--- config.mk ---
export PLATFORM = sky130hd
export DESIGN_NAME = spi_byte_engine_flat
export DESIGN_NICKNAME = d
export VERILOG_FILES = /design/src/rtl/spi_byte_engine_if.sv /design/src/rtl/spi_byte_engine.sv /design/src/flat_wrapper.sv
export SDC_FILE = /design/constraint.sdc
export NUM_CORES = 1
export LEC_CHECK = 0
export BUFFER_PORTS_ARGS = -buffer_cell sky130_fd_sc_hd__buf_4
export CAP_MARGIN = 20
export CORE_ASPECT_RATIO = 0.5
export CORE_MARGIN = 2
export CORE_UTILIZATION = 40
export CTS_CLUSTER_SIZE = 24
export DETAILED_ROUTE_END_ITERATION = 7
export HOLD_SLACK_MARGIN = 0.06
export PLACE_DENSITY = 0.59
export SLEW_MARGIN = 20
export SYNTH_ARGS = -nofsm -noshare
export SYNTH_HDL_FRONTEND = slang
export SYNTH_SLANG_ARGS = --single-unit
--- constraint.sdc ---
create_clock -name CLKx2 -period 4.4 [get_ports CLKx2]
set_input_delay 0.22 -clock CLKx2 [delete_from_list [all_inputs] [get_ports CLKx2]]
set_output_delay 0.22 -clock CLKx2 [all_outputs]
set_load 0.02 [all_outputs]
--- src/rtl/spi_byte_engine_if.sv ---
// Control-bus and SPI pin bundle for spi_byte_engine.
// master = the side issuing ctrl cycles and presenting MISO; slave = the engine.
interface spi_byte_engine_if;
  logic        CTRL_WE;
  logic [15:0] CTRL_A;
  logic        RD_STB;
  logic [2:0]  MISO;
  logic        MOSI;
  logic        SCK;
  logic [1:0]  nSS;
  logic [7:0]  DOUT;
  logic [7:0]  STAT;
  logic        BUSY;

  modport master (
    output CTRL_WE, CTRL_A, RD_STB, MISO,
    input  MOSI, SCK, nSS, DOUT, STAT, BUSY
  );

  modport slave (
    input  CTRL_WE, CTRL_A, RD_STB, MISO,
    output MOSI, SCK, nSS, DOUT, STAT, BUSY
  );
endinterface

--- src/rtl/spi_byte_engine.sv ---
// Single-byte SPI mode-0 master commanded through extended ctrl cycles.
// Ops (CTRL_A[1:0]): 01 start transfer of CTRL_A[15:8], 10 load nSS from
// CTRL_A[9:8], 11 load SCK half-period divider from CTRL_A[15:8], 00 no-op.
// Every command is ignored while a transfer is running.
module spi_byte_engine #(
  parameter logic [3:0] DEV     = 4'hE,
  parameter logic [7:0] DIV_RST = 8'd1
) (
  input  logic               CLKx2,
  input  logic               RESET,
  spi_byte_engine_if.slave   bus
);

  typedef enum logic [1:0] {
    ST_IDLE = 2'd0,
    ST_LOW  = 2'd1,
    ST_HIGH = 2'd2
  } state_t;

  localparam logic [1:0] OP_START = 2'b01;
  localparam logic [1:0] OP_NSS   = 2'b10;
  localparam logic [1:0] OP_DIV   = 2'b11;

  state_t      state_q, state_d;
  logic [7:0]  div_q,   div_d;
  logic [7:0]  cnt_q,   cnt_d;
  logic [2:0]  bit_q,   bit_d;
  logic [7:0]  shift_q, shift_d;
  logic [7:0]  tx_q,    tx_d;
  logic        mosi_q,  mosi_d;
  logic        sck_q,   sck_d;
  logic [1:0]  nss_q,   nss_d;
  logic [7:0]  dout_q,  dout_d;
  logic        done_q,  done_d;

  logic       busy;
  logic       cmd_ok;
  logic [1:0] op;
  logic       expire;
  logic       last_bit;
  logic       rx_bit;
  logic       done_set;

  assign busy     = (state_q != ST_IDLE);
  assign cmd_ok   = bus.CTRL_WE && (bus.CTRL_A[7:4] == DEV) && !busy;
  assign op       = bus.CTRL_A[1:0];
  assign expire   = (cnt_q == 8'd0);
  assign last_bit = (bit_q == 3'd7);

  // Slot select: slot 0/1 follow their own active-low select, slot 2 answers
  // only when neither select is asserted.
  assign rx_bit = (bus.MISO[0] & ~nss_q[0])
                | (bus.MISO[1] & ~nss_q[1])
                | (bus.MISO[2] &  nss_q[0] & nss_q[1]);

  // State and datapath registers, synchronous active-high reset.
  always_ff @(posedge CLKx2) begin
    // NOTE: non-blocking assignments so every register samples pre-edge values.
    if (RESET) begin
      state_q <= ST_IDLE;
      div_q   <= DIV_RST;
      cnt_q   <= 8'd0;
      bit_q   <= 3'd0;
      shift_q <= 8'd0;
      tx_q    <= 8'd0;
      mosi_q  <= 1'b0;
      sck_q   <= 1'b0;
      nss_q   <= 2'b11;
      dout_q  <= 8'd0;
      done_q  <= 1'b0;
    end else begin
      state_q <= state_d;
      div_q   <= div_d;
      cnt_q   <= cnt_d;
      bit_q   <= bit_d;
      shift_q <= shift_d;
      tx_q    <= tx_d;
      mosi_q  <= mosi_d;
      sck_q   <= sck_d;
      nss_q   <= nss_d;
      dout_q  <= dout_d;
      done_q  <= done_d;
    end
  end

  // Next-state: start from IDLE, alternate phases on divider expiry.
  always_comb begin
    // NOTE: default assignment first so no path leaves state_d unassigned (no latch).
    state_d = state_q;
    unique case (state_q)
      ST_IDLE: if (cmd_ok && op == OP_START) state_d = ST_LOW;
      ST_LOW:  if (expire) state_d = ST_HIGH;
      ST_HIGH: if (expire) state_d = last_bit ? ST_IDLE : ST_LOW;
      default: state_d = ST_IDLE;
    endcase
  end

  // Datapath/outputs: command decode, divider, shift, completion.
  always_comb begin
    div_d    = div_q;
    cnt_d    = cnt_q;
    bit_d    = bit_q;
    shift_d  = shift_q;
    tx_d     = tx_q;
    mosi_d   = mosi_q;
    sck_d    = sck_q;
    nss_d    = nss_q;
    dout_d   = dout_q;
    done_set = 1'b0;

    // The half-period counter reloads on every phase change.
    if (busy) cnt_d = expire ? div_q : (cnt_q - 8'd1);

    unique case (state_q)
      ST_IDLE: begin
        if (cmd_ok) begin
          unique case (op)
            OP_START: begin
              tx_d   = bus.CTRL_A[15:8];
              mosi_d = bus.CTRL_A[15];
              sck_d  = 1'b0;
              bit_d  = 3'd0;
              cnt_d  = div_q;
            end
            OP_NSS:  nss_d = bus.CTRL_A[9:8];
            OP_DIV:  div_d = bus.CTRL_A[15:8];
            default: ;
          endcase
        end
      end
      ST_LOW: begin
        if (expire) begin
          sck_d   = 1'b1;
          shift_d = {shift_q[6:0], rx_bit};
        end
      end
      ST_HIGH: begin
        if (expire) begin
          sck_d = 1'b0;
          if (last_bit) begin
            dout_d   = shift_q;
            done_set = 1'b1;
          end else begin
            tx_d   = {tx_q[6:0], 1'b0};
            mosi_d = tx_q[6];
            bit_d  = bit_q + 3'd1;
          end
        end
      end
      default: ;
    endcase

    // Completion wins over a coincident read acknowledge.
    done_d = done_set | (done_q & ~bus.RD_STB);
  end

  assign bus.MOSI = mosi_q;
  assign bus.SCK  = sck_q;
  assign bus.nSS  = nss_q;
  assign bus.DOUT = dout_q;
  assign bus.BUSY = busy;
  assign bus.STAT = {busy, done_q, 4'b0000, nss_q};

endmodule

--- src/flat_wrapper.sv ---
// flat-port wrapper written by rule: the top's interface ports become plain ports
module spi_byte_engine_flat 
#(
  parameter logic [3:0] DEV     = 4'hE,
  parameter logic [7:0] DIV_RST = 8'd1
)
  (CLKx2, RESET, bus_CTRL_WE, bus_CTRL_A, bus_RD_STB, bus_MISO, bus_MOSI, bus_SCK, bus_nSS, bus_DOUT, bus_STAT, bus_BUSY);
  spi_byte_engine_if bus_i ();
  input  logic CLKx2;
  input  logic RESET;
  input wire logic [$bits(bus_i.CTRL_WE)-1:0] bus_CTRL_WE;
  input wire logic [$bits(bus_i.CTRL_A)-1:0] bus_CTRL_A;
  input wire logic [$bits(bus_i.RD_STB)-1:0] bus_RD_STB;
  input wire logic [$bits(bus_i.MISO)-1:0] bus_MISO;
  output wire logic [$bits(bus_i.MOSI)-1:0] bus_MOSI;
  output wire logic [$bits(bus_i.SCK)-1:0] bus_SCK;
  output wire logic [$bits(bus_i.nSS)-1:0] bus_nSS;
  output wire logic [$bits(bus_i.DOUT)-1:0] bus_DOUT;
  output wire logic [$bits(bus_i.STAT)-1:0] bus_STAT;
  output wire logic [$bits(bus_i.BUSY)-1:0] bus_BUSY;
  assign bus_i.CTRL_WE = bus_CTRL_WE;
  assign bus_i.CTRL_A = bus_CTRL_A;
  assign bus_i.RD_STB = bus_RD_STB;
  assign bus_i.MISO = bus_MISO;
  assign bus_MOSI = bus_i.MOSI;
  assign bus_SCK = bus_i.SCK;
  assign bus_nSS = bus_i.nSS;
  assign bus_DOUT = bus_i.DOUT;
  assign bus_STAT = bus_i.STAT;
  assign bus_BUSY = bus_i.BUSY;
  spi_byte_engine #(.DEV(DEV), .DIV_RST(DIV_RST)) u_core (.CLKx2(CLKx2), .RESET(RESET), .bus(bus_i));
endmodule
==> flow_metrics.py, run 1 <==
metrics = {
    "status": {
        "status": "finished, final reports clean",
    },
    "worst_setup_path": {
        "crit_buf_inv": 1,
        "slowest_stage": "nand4b_1",
        "max_stage_delay_ns": 0.64,
        "critPathKind": "reg2reg",
        "cp_top_family": "simple AND/OR/NAND/NOR gates",
        "startpoint": "u_core.cnt_q[0]",
        "end_kind": "register",
        "critPathLaunchType": "register",
        "worstPathCellList": "inv_1 -> ha_1 -> nor3b_1 -> nand4b_1 -> a311oi_1 -> nor3_1",
        "critPathMaxFanout": 10,
        "reg2reg_from": "u_core.cnt_q[0]",
        "crit_required_ns": 4.55,
        "arrival_ns": 2.70,
    },
    "layout": {
        "num_antenna_cells": 0,
        "drive_gt1_share_pct": 19.6,
        "multi_input_area_um2": 1210,
        "syn2layout_area_growth_pct": 18.2,
        "fin_util_pct": 49.6,
        "fillers": 538,
        "regArea_um2": 981,
        "fin_nets": 313,
    },
    "clocking": {
        "cts.sinks": 49,
        "cts_made_buffers": 5,
        "cts_hold_buf": 0,
        "cts_buffer_depth": 2,
        "clk_pin_slew_ns": 0.06,
        "cts_tree": "yes",
        "cts_root_buf": "clkbuf_16",
        "post_cts_buffers": 0,
        "cts_resized": 0,
        "htree_levels": 2,
        "clk_latency_ns": 0.28,
    },
    "place": {
        "dpl.hpwl_um": 3710,
        "place.gp.congestion": 0.800,
        "port_buffers": 37,
    },
    "route": {
        "drc_errors": 0,
        "ant_nets": 0,
        "wl_per_cell_um": 14.7,
        "via_per_inst": 5.47,
        "drtIter0Drc": 124,
        "routed_wl_um": 5290,
        "vias": 1963,
        "first_pass_iters": 4,
    },
    "synthesis": {
        "synthTopCellsByCount": "dfxtp_1 (49), nor2_1 (35), mux2i_1 (27)",
        "yosysTopAreaCell": "dfxtp_1",
        "synthTopCellsByArea": "dfxtp_1 (42%), mux2i_1 (12%), nor2_1 (5.6%)",
        "async_flop_share_pct": 0,
        "syn-cell-area_um2": 2340,
        "ys_seq_elements": 49,
        "synth_edf_count": 0,
        "synth.distinct_cells": 46,
        "yosys_most_used_dff": "dfxtp_1",
        "syn_area_per_cell_um2": 8.95,
        "seq_area_frac_synth_pct": 42.0,
        "syn_inst": 261,
        "ys_warn_count": 0,
        "synth_top_area_share_pct": 42.0,
        "yosysMostFrequentCell": "dfxtp_1",
    },
    "grt": {
        "gr-total-overflow": 0,
        "busiest_layer": "met2",
        "grt.met2_usage_pct": 28.7,
        "grtUsageTotal_pct": 17.2,
        "grt_use_met3_pct": 4.29,
        "grt_antenna_before_repair": 0,
        "grt_start_max_net_pins": 51,
        "grt_pass1_vias": 1862,
        "met1_usage_pct": 22.4,
        "grt_pass1_wl_um": 8900,
    },
    "die": {
        "num_rows": 19,
        "die_w_um": 112,
        "die_height_um": 58.0,
        "start_util_pct": 42.0,
        "io_pins": 44,
        "design.die.area_um2": 6500,
        "core_um2": 5560,
    },
    "timing": {
        "final-max-slew-violation-count": 0,
        "relSlewSlack_pct": 42.5,
        "rsz0062_at_grt": "no",
        "period_share_pct": 57.9,
        "fmax_mhz": 392,
        "worstMarginPinSlew_ns": 0.860,
        "period_needed_ns": 2.55,
        "finalSetupViolCount": 0,
        "fin_tns_setup_ns": 0,
        "fin_skew_ns": 0.00458,
        "hold_violations": 0,
    },
    "power": {
        "p_leak_nw": 1.14,
        "powerDensity_nw_per_um2": 334,
        "peakVddDrop_mv": 0.182,
    },
    "run": {
        "cap_violations": 0,
    },
    "worst_hold_path": {
        "min_path_type": "in2reg",
        "hp-start": "bus_CTRL_A[14]",
    },
}
## metrics by stage
stage                     cells  setup slack [ns]  cell area [um^2]  hold WS (ns)  power [W]
after floorplan             264              2.29              2350         0.364   0.000492
after global placement      352              1.92              2600         0.451   0.000511
after detailed placement    352              1.91              2600         0.461   0.000512
after CTS                   359              1.88              2760         0.181   0.000937
after global routing        359              1.65              2760         0.184   0.000958
final                       359              1.85              2760         0.180   0.000921
## tightest hold or removal path, stage by stage
cell	delay, ns
buf_4	0.08
mux2i_1	0.05
nor2_1	0.07
## sequential cells by signal, indices dropped and copies added, names as in the netlist
register,cells
u_core.shift_q,8
u_core.bus.DOUT,8
u_core.state_q,2
u_core.bus.SCK,1
u_core.tx_q,7
u_core.bit_q,3
u_core.bus.MOSI,1
u_core.cnt_q,8
u_core.done_q,1
u_core.div_q,8
u_core.bus.nSS,2
## report_power, final
| group | leakage, nW | internal (W) | switching [W] |
|---|---|---|---|
| sequential | 0.395 | 0.000446 | 0.00000225 |
| clock | 0.0797 | 0.000264 | 0.000155 |
| combinational | 0.668 | 0.0000234 | 0.0000313 |
| total | 1.14 | 0.000733 | 0.000188 |
## cell type report
cell class | instances | area share [%]
Inverter | 11 | 1.50
Tap cell | 73 | 3.31
Multi-Input combinational cell | 182 | 43.8
Clock inverter | 2 | 1.27
Sequential cell | 49 | 35.5
Clock buffer | 5 | 4.53
Timing Repair Buffer | 37 | 10.1
## path summary, 6_finish.rpt
kind | to | slack (ns) | depth (start not counted)
min | u_core.div_q[6] | 0.18 | 3
max reg2reg | u_core.shift_q[0] | 1.85 | 6
max | u_core.shift_q[0] | 1.85 | 6
min reg2reg | u_core.cnt_q[0] | 0.46 | 2
## routing by layer
| layer | routed length (um) | part of all wire, % |
|---|---|---|
| met1 | 2680 | 51 |
| met2 | 2410 | 45 |
| met3 | 183 | 3.5 |
| met4 | 29 | 0.55 |
| met5 | 0 | 0 |
## logic make-up after synthesis
group           Yosys count  share of synthesized area [%]
compound gates           49                           14.7
xor+xnor                  1                          0.375
fa+ha+maj                 4                           2.14
buf+inv                  33                           6.75
flops                    49                           42.0
mux                      30                           13.0
other cells               1                          0.161
simple gates             94                           20.9
## cells in the final DEF, fill, tap and decap left out, types with 8 or more instances in the layout
cell type	instances
a21oi_1	13
mux2i_1	27
nand2_1	14
inv_1	10
o22ai_1	8
dfxtp_1	49
buf_4	37
nor2_1	35
nor3_1	13
a311oi_1	8
(Power assumes the default switching activity.)
==> run 2, diff against run 1 <==
--- a/config.mk
+++ b/config.mk
@@ -13,7 +13,7 @@
 export CTS_CLUSTER_SIZE = 24
 export DETAILED_ROUTE_END_ITERATION = 7
 export HOLD_SLACK_MARGIN = 0.06
-export PLACE_DENSITY = 0.59
+export PLACE_DENSITY = 0.61
 export SLEW_MARGIN = 20
 export SYNTH_ARGS = -nofsm -noshare
 export SYNTH_HDL_FRONTEND = slang
==> constraint.sdc (replaced) <==
create_clock -name CLKx2 -period 2.2 [get_ports CLKx2]
set_input_delay 0.11 -clock CLKx2 [delete_from_list [all_inputs] [get_ports CLKx2]]
set_output_delay 0.11 -clock CLKx2 [all_outputs]
set_load 0.02 [all_outputs]
==> run 2 against run 1 <==
  * Worst hold slack worse by 0.11 ns
  * Sequential power rose by 100%
  * First-iteration DRC count down 27%
  * Clock power is 94% higher
  * Sequential share of layout area decreased by 1.6 points
  * Non-clock buffer count grew 17
  * Via count is 3.8% higher
  * Final cell count grew 5.0%
  * Critical path type unchanged
  * Critical endpoint is now u_core.tx_q[3]
  * Highest routed layer unchanged
==> flow_metrics.py, run 2 (synthesis results as in run 1) <==
metrics = {
    "power": {
        "p_leak_nw": 1.23,
        "power.switching_fraction_pct": 23.2,
        "p_total_w": 0.00183,
        "comb_power_share_pct": 6.6,
        "p_int_w": 0.00140,
        "peakVddDrop_mv": 0.307,
        "powerDensity_nw_per_um2": 632,
        "clkPwrFrac_pct": 44.4,
        "p_switching_w": 0.000423,
        "power_frac_seq_pct": 49.0,
    },
    "die": {
        "core_um2": 5560,
        "die_w_um": 112,
        "design.die.area_um2": 6500,
        "start_util_pct": 42.0,
        "num_rows": 19,
        "die_height_um": 58.0,
        "io_pins": 44,
    },
    "worst_setup_path": {
        "max_stage_delay_ns": 0.48,
        "critPathLaunchType": "register",
        "rr_worst_depth": 8,
        "worstPathCellList": "inv_1 -> ha_1 -> or3b_2 -> buf_4 -> nor4_4 -> buf_6 -> nor3_1 -> a311oi_1",
        "arrival_ns": 2.26,
        "slowest_stage": "or3b_2",
        "end_kind": "register",
        "critPathKind": "reg2reg",
        "critPathMaxFanout": 10,
        "crit_required_ns": 2.39,
    },
    "clocking": {
        "cts_made_buffers": 5,
        "cts.sinks": 49,
        "cts_root_buf": "clkbuf_16",
        "htree_levels": 2,
        "post_cts_buffers": 0,
        "clk_pin_slew_ns": 0.07,
        "cts_buffer_depth": 2,
        "cts_tree": "yes",
        "clk_latency_ns": 0.29,
    },
    "layout": {
        "syn2layout_area_growth_pct": 23.8,
        "final_cell_mix": "buf_4 (53), dfxtp_1 (49), nor2_1 (35), mux2i_1 (27), nand2_1 (14)",
        "num_antenna_cells": 0,
        "layout_commonest_cell": "buf_4",
        "regArea_um2": 981,
        "fin_util_pct": 52.0,
        "fillers": 520,
        "fin_nets": 330,
        "multi_input_area_um2": 1210,
        "drive_gt1_share_pct": 24.7,
    },
    "timing": {
        "worstMarginPinSlew_ns": 0.777,
        "fmax_mhz": 484,
        "final-max-slew-violation-count": 0,
        "hold_violations": 0,
        "fin_skew_ns": 0.00467,
        "relSlewSlack_pct": 47.6,
        "period_share_pct": 94.0,
        "fin_tns_setup_ns": 0,
        "period_needed_ns": 2.07,
        "finalSetupViolCount": 0,
        "worst_hold_slack_ns": 0.0661,
        "rsz0062_at_grt": "no",
    },
    "route": {
        "top_layer": "met4",
        "drc_errors": 0,
        "ant_nets": 0,
        "m1WireLength_um": 2780,
        "wl_met2_um": 2570,
        "via_per_inst": 5.40,
        "drtIter0Drc": 91,
        "routed_wl_um": 5750,
        "vias": 2037,
        "wl_per_cell_um": 15.3,
        "first_pass_iters": 4,
        "wl_met3_um": 320,
    },
    "grt": {
        "gr-total-overflow": 0,
        "grtUsageTotal_pct": 18.8,
        "grt_antenna_before_repair": 0,
        "grt_pass1_vias": 1976,
        "grt_pass1_wl_um": 9740,
        "grt_start_max_net_pins": 51,
    },
    "worst_hold_path": {
        "min_path_type": "in2reg",
        "hold_path_depth": 3,
    },
    "status": {
        "status": "finished, final reports clean",
    },
    "place": {
        "place.gp.congestion": 0.826,
        "dpl.hpwl_um": 4010,
        "port_buffers": 37,
    },
    "run": {
        "cap_violations": 0,
    },
}
-- run 2: cell types whose count changed in the layout (fill, tap and decap cells not counted) --
cell       before  now
buf_4          37   53
buf_6           0    1
bufinv_16       1    0
clkbuf_8        0    1
clkinv_2        1    0
clkinv_4        0    1
inv_6           0    1
or4_1           2    1
or4_4           0    1
-- run 2: power by group through the flow --
stage                     combinational [W]  sequential [W]  clock (W)
final                              0.000120        0.000894   0.000812
after detailed placement           0.000118        0.000915          0
after floorplan                   0.0000692        0.000915          0
after global placement             0.000116        0.000915          0
after global routing               0.000130        0.000895   0.000863
after CTS                          0.000119        0.000894   0.000825
-- run 2: timing repair --
| action | 4_1_cts | 5_1_grt |
|---|---|---|
| gates resized for setup | 0 | 2 |
| endpoints found under the setup margin | 0 | 2 |
| hold buffers | 0 | 0 |
-- run 2: final timing paths --
kind	to	start	slack, ns
max	u_core.tx_q[3]	u_core.cnt_q[0]	0.13
max reg2reg	u_core.tx_q[3]	u_core.cnt_q[0]	0.13
min	u_core.div_q[2]	bus_CTRL_A[10]	0.07
min reg2reg	u_core.bit_q[2]	u_core.bit_q[2]	0.47
-- run 2: stage by stage --
stage | instances | cell area, um^2 | setup slack [ns]
2_1_floorplan | 264 | 2350 | 0.0896
3_3_place_gp | 369 | 2730 | 0.133
3_5_place_dp | 369 | 2730 | 0.116
4_1_cts | 377 | 2880 | 0.0962
5_1_grt | 377 | 2890 | 0.00936
6_report | 377 | 2890 | 0.132
-- run 2: worst max-delay path, delay by kind of cell, from the launching register on --
kind	cells	cell delay, ns
AND/OR/NAND/NOR	3	0.75
adder cells (fa/ha/maj)	1	0.18
flip-flops	1	0.31
AO/OA/AOI/OAI	1	0.27
buffers and inverters	3	0.44
-- run 2: cell type report --
cell class	instances	share of cell area, %
clock buffers	6	4.80
clock inverters	2	0.606
inverters	11	1.43
multi-input cells	182	41.9
flip-flops and latches	49	33.9
well taps	73	3.16
repair buffers	54	14.1
-- run 2: per-layer routing --
layer / track usage, % / up-vias
li1: - / 1012
met1: 26.2 / 950
met2: 30.5 / 64
met3: 3.97 / 11
met4: 4.88 / 0
met5: 0 / -
==> run 3, diff against run 2 <==
--- a/config.mk
+++ b/config.mk
@@ -5,6 +5,7 @@
 export SDC_FILE = /design/constraint.sdc
 export NUM_CORES = 1
 export LEC_CHECK = 0
+export ABC_AREA = 1
 export BUFFER_PORTS_ARGS = -buffer_cell sky130_fd_sc_hd__buf_4
 export CAP_MARGIN = 20
 export CORE_ASPECT_RATIO = 0.5
@@ -14,6 +15,7 @@
 export DETAILED_ROUTE_END_ITERATION = 7
 export HOLD_SLACK_MARGIN = 0.06
 export PLACE_DENSITY = 0.61
+export SETUP_SLACK_MARGIN = 0.2
 export SLEW_MARGIN = 20
 export SYNTH_ARGS = -nofsm -noshare
 export SYNTH_HDL_FRONTEND = slang
==> run 3 against run 2 <==
  * Sequential power rose by 40%
  * Critical endpoint is now u_core.shift_q[2]
  * Die area increased by 4.4%
  * Critical path depth unchanged
  * Largest power group is now combinational cells
  * Register-to-register slack improved by 0.35 ns
==> flow_metrics.py, run 3 <==
metrics = {
    "worst_setup_path": {
        "rr_worst_depth": 8,
        "max_stage_delay_ns": 0.32,
        "worstPathCellList": "inv_1 -> ha_1 -> nand3_1 -> nor2_2 -> nand2_1 -> buf_4 -> o21ai_0 -> nor2_1",
        "crit_buf_inv": 2,
        "critPathKind": "reg2reg",
        "slowest_stage": "dfxtp_1",
        "crit_required_ns": 2.38,
        "timing.rr.end": "u_core.shift_q[2]",
        "r2r_slack_ns": 0.48,
        "end_kind": "register",
        "critPathMaxFanout": 8,
        "reg2reg_from": "u_core.cnt_q[0]",
        "cp_top_family": "simple AND/OR/NAND/NOR gates",
        "arrival_ns": 1.90,
        "critPathLaunchType": "register",
    },
    "power": {
        "p_leak_nw": 1.36,
        "peakVddDrop_mv": 0.455,
        "powerDensity_nw_per_um2": 1440,
        "p_total_w": 0.00416,
    },
    "timing": {
        "period_needed_ns": 1.72,
        "setup_slack_ns": 0.481,
        "rsz0062_at_grt": "no",
        "worst_hold_slack_ns": 0.0774,
        "finalSetupViolCount": 0,
        "fin_tns_setup_ns": 0,
        "hold_violations": 0,
        "fmax_mhz": 582,
        "fin_skew_ns": 0.00958,
        "period_share_pct": 78.1,
        "final-max-slew-violation-count": 0,
    },
    "route": {
        "vias": 2234,
        "via_per_inst": 4.74,
        "drc_errors": 0,
        "wl_per_cell_um": 11.5,
        "first_pass_iters": 4,
        "ant_nets": 0,
        "drtIter0Drc": 89,
        "routed_wl_um": 5400,
    },
    "place": {
        "dpl.hpwl_um": 3930,
        "port_buffers": 37,
        "dp_slack_ns": 0.499,
        "place.gp.congestion": 0.769,
    },
    "synthesis": {
        "synthTopCellsByArea": "dfxtp_1 (40%), nand2_1 (14%), nor2_1 (9.7%)",
        "syn_area_per_cell_um2": 6.79,
        "yosysMostFrequentCell": "nand2_1",
        "ys_warn_count": 0,
        "async_flop_share_pct": 0,
        "yosys_most_used_dff": "dfxtp_1",
        "syn-cell-area_um2": 2440,
        "seq_area_frac_synth_pct": 40.1,
        "syn_inst": 360,
        "yosysTopAreaCell": "dfxtp_1",
        "synth_top_area_share_pct": 40.1,
        "synthTopCellsByCount": "nand2_1 (90), nor2_1 (63), dfxtp_1 (49)",
        "ys_seq_elements": 49,
        "synth.distinct_cells": 29,
        "synth_edf_count": 0,
    },
    "die": {
        "num_rows": 20,
        "design.die.area_um2": 6790,
        "die_w_um": 115,
        "die_height_um": 59.3,
        "io_pins": 44,
        "start_util_pct": 40.9,
        "core_um2": 5980,
    },
    "clocking": {
        "cts.sinks": 49,
        "cts_root_buf": "clkbuf_16",
        "cts_made_buffers": 5,
        "cts_buffer_depth": 2,
        "cts_tree": "yes",
        "post_cts_buffers": 0,
        "clk_latency_ns": 0.29,
        "cts_resized": 0,
        "clk_pin_slew_ns": 0.07,
        "cts_hold_buf": 0,
        "htree_levels": 2,
    },
    "grt": {
        "gr-total-overflow": 0,
        "grtUsageTotal_pct": 17.3,
        "grt_start_max_net_pins": 30,
        "grt_antenna_before_repair": 0,
        "grt_pass1_wl_um": 9070,
        "grt_pass1_vias": 1945,
    },
    "run": {
        "cap_violations": 0,
    },
    "worst_hold_path": {
        "hp-start": "bus_RD_STB",
        "hold_end": "u_core.done_q",
        "min_path_type": "in2reg",
        "hold_path_depth": 4,
    },
    "layout": {
        "fillers": 611,
        "num_antenna_cells": 0,
        "syn2layout_area_growth_pct": 18.4,
        "layout_commonest_cell": "nand2_1",
        "final_cell_mix": "nand2_1 (90), nor2_1 (63), dfxtp_1 (49), buf_4 (40), inv_1 (39)",
        "drive_gt1_share_pct": 16.2,
        "fin_nets": 420,
    },
    "status": {
        "status": "finished, final reports clean",
    },
}
-- run 3: tightest hold or removal path: stages --
cell and delay, ns:
buf_4 0.08, inv_1 0.03, nand2_1 0.05, a21oi_1 0.05
-- run 3: cells by family (layout without fill, tap and decap cells) --
logic type	count (synthesis)	after routing	synth area share [%]
xor gates and xnor gates	2	2	0.717
other	1	4	0.153
adders and majority gates	4	4	2.05
DFF	49	49	40.1
and+or+nand+nor	174	174	30.0
buffers and inverters	61	92	11.3
AOI/OAI and AO/OA	69	69	15.7
-- run 3: area by class of cell --
| class | count | area (um^2) | share of cell area (%) |
|---|---|---|---|
| multi-input combinational | 253 | 1200 | 41.4 |
| sequential | 49 | 981 | 33.9 |
| timing repair buffer | 40 | 300 | 10.4 |
| inverter | 44 | 170 | 5.88 |
| clock buffer | 5 | 125 | 4.32 |
| tap | 77 | 96.3 | 3.33 |
| clock inverter | 3 | 22.5 | 0.778 |
-- run 3: stage by stage --
stage | area [um^2] | utilization [%] | instances
finish | 2890 | 48.4 | 471
global route | 2890 | 48.4 | 471
CTS | 2890 | 48.4 | 471
detailed placement | 2750 | 45.9 | 463
global placement | 2750 | 45.9 | 463
floorplan | 2450 | - | 363
-- run 3: per-layer routing --
metal | vias up | share of wire [%] | wire (um) | track usage, %
met5 | - | 0 | 0 | 0
met2 | 35 | 46 | 2490 | 29.3
met1 | 1009 | 48 | 2600 | 21.9
met3 | 6 | 4.4 | 235 | 4.09
met4 | 0 | 1.4 | 74 | 6.27
li1 | 1184 | - | - | -
-- run 3: worst max-delay path by stage --
stage | startpoint | endpoint | slack, ns | depth (start not counted)
after global placement | u_core.cnt_q[0] | u_core.shift_q[0] | 0.50 | 8
after detailed placement | u_core.cnt_q[0] | u_core.bus.DOUT[1] | 0.50 | 8
after floorplan | u_core.bit_q[0] | u_core.tx_q[4] | 0.68 | 7
after CTS | u_core.cnt_q[0] | u_core.bus.DOUT[1] | 0.48 | 8
after global routing | u_core.cnt_q[0] | u_core.shift_q[0] | 0.25 | 8
final | u_core.cnt_q[0] | u_core.shift_q[2] | 0.48 | 8
-- run 3: report_power, final --
| part | total [W] | internal [W] | leakage, nW | switching (W) |
|---|---|---|---|---|
| logic | 0.00214 | 0.000744 | 0.894 | 0.00140 |
| clock network | 0.000766 | 0.000423 | 0.0738 | 0.000342 |
| registers | 0.00125 | 0.00111 | 0.396 | 0.000139 |
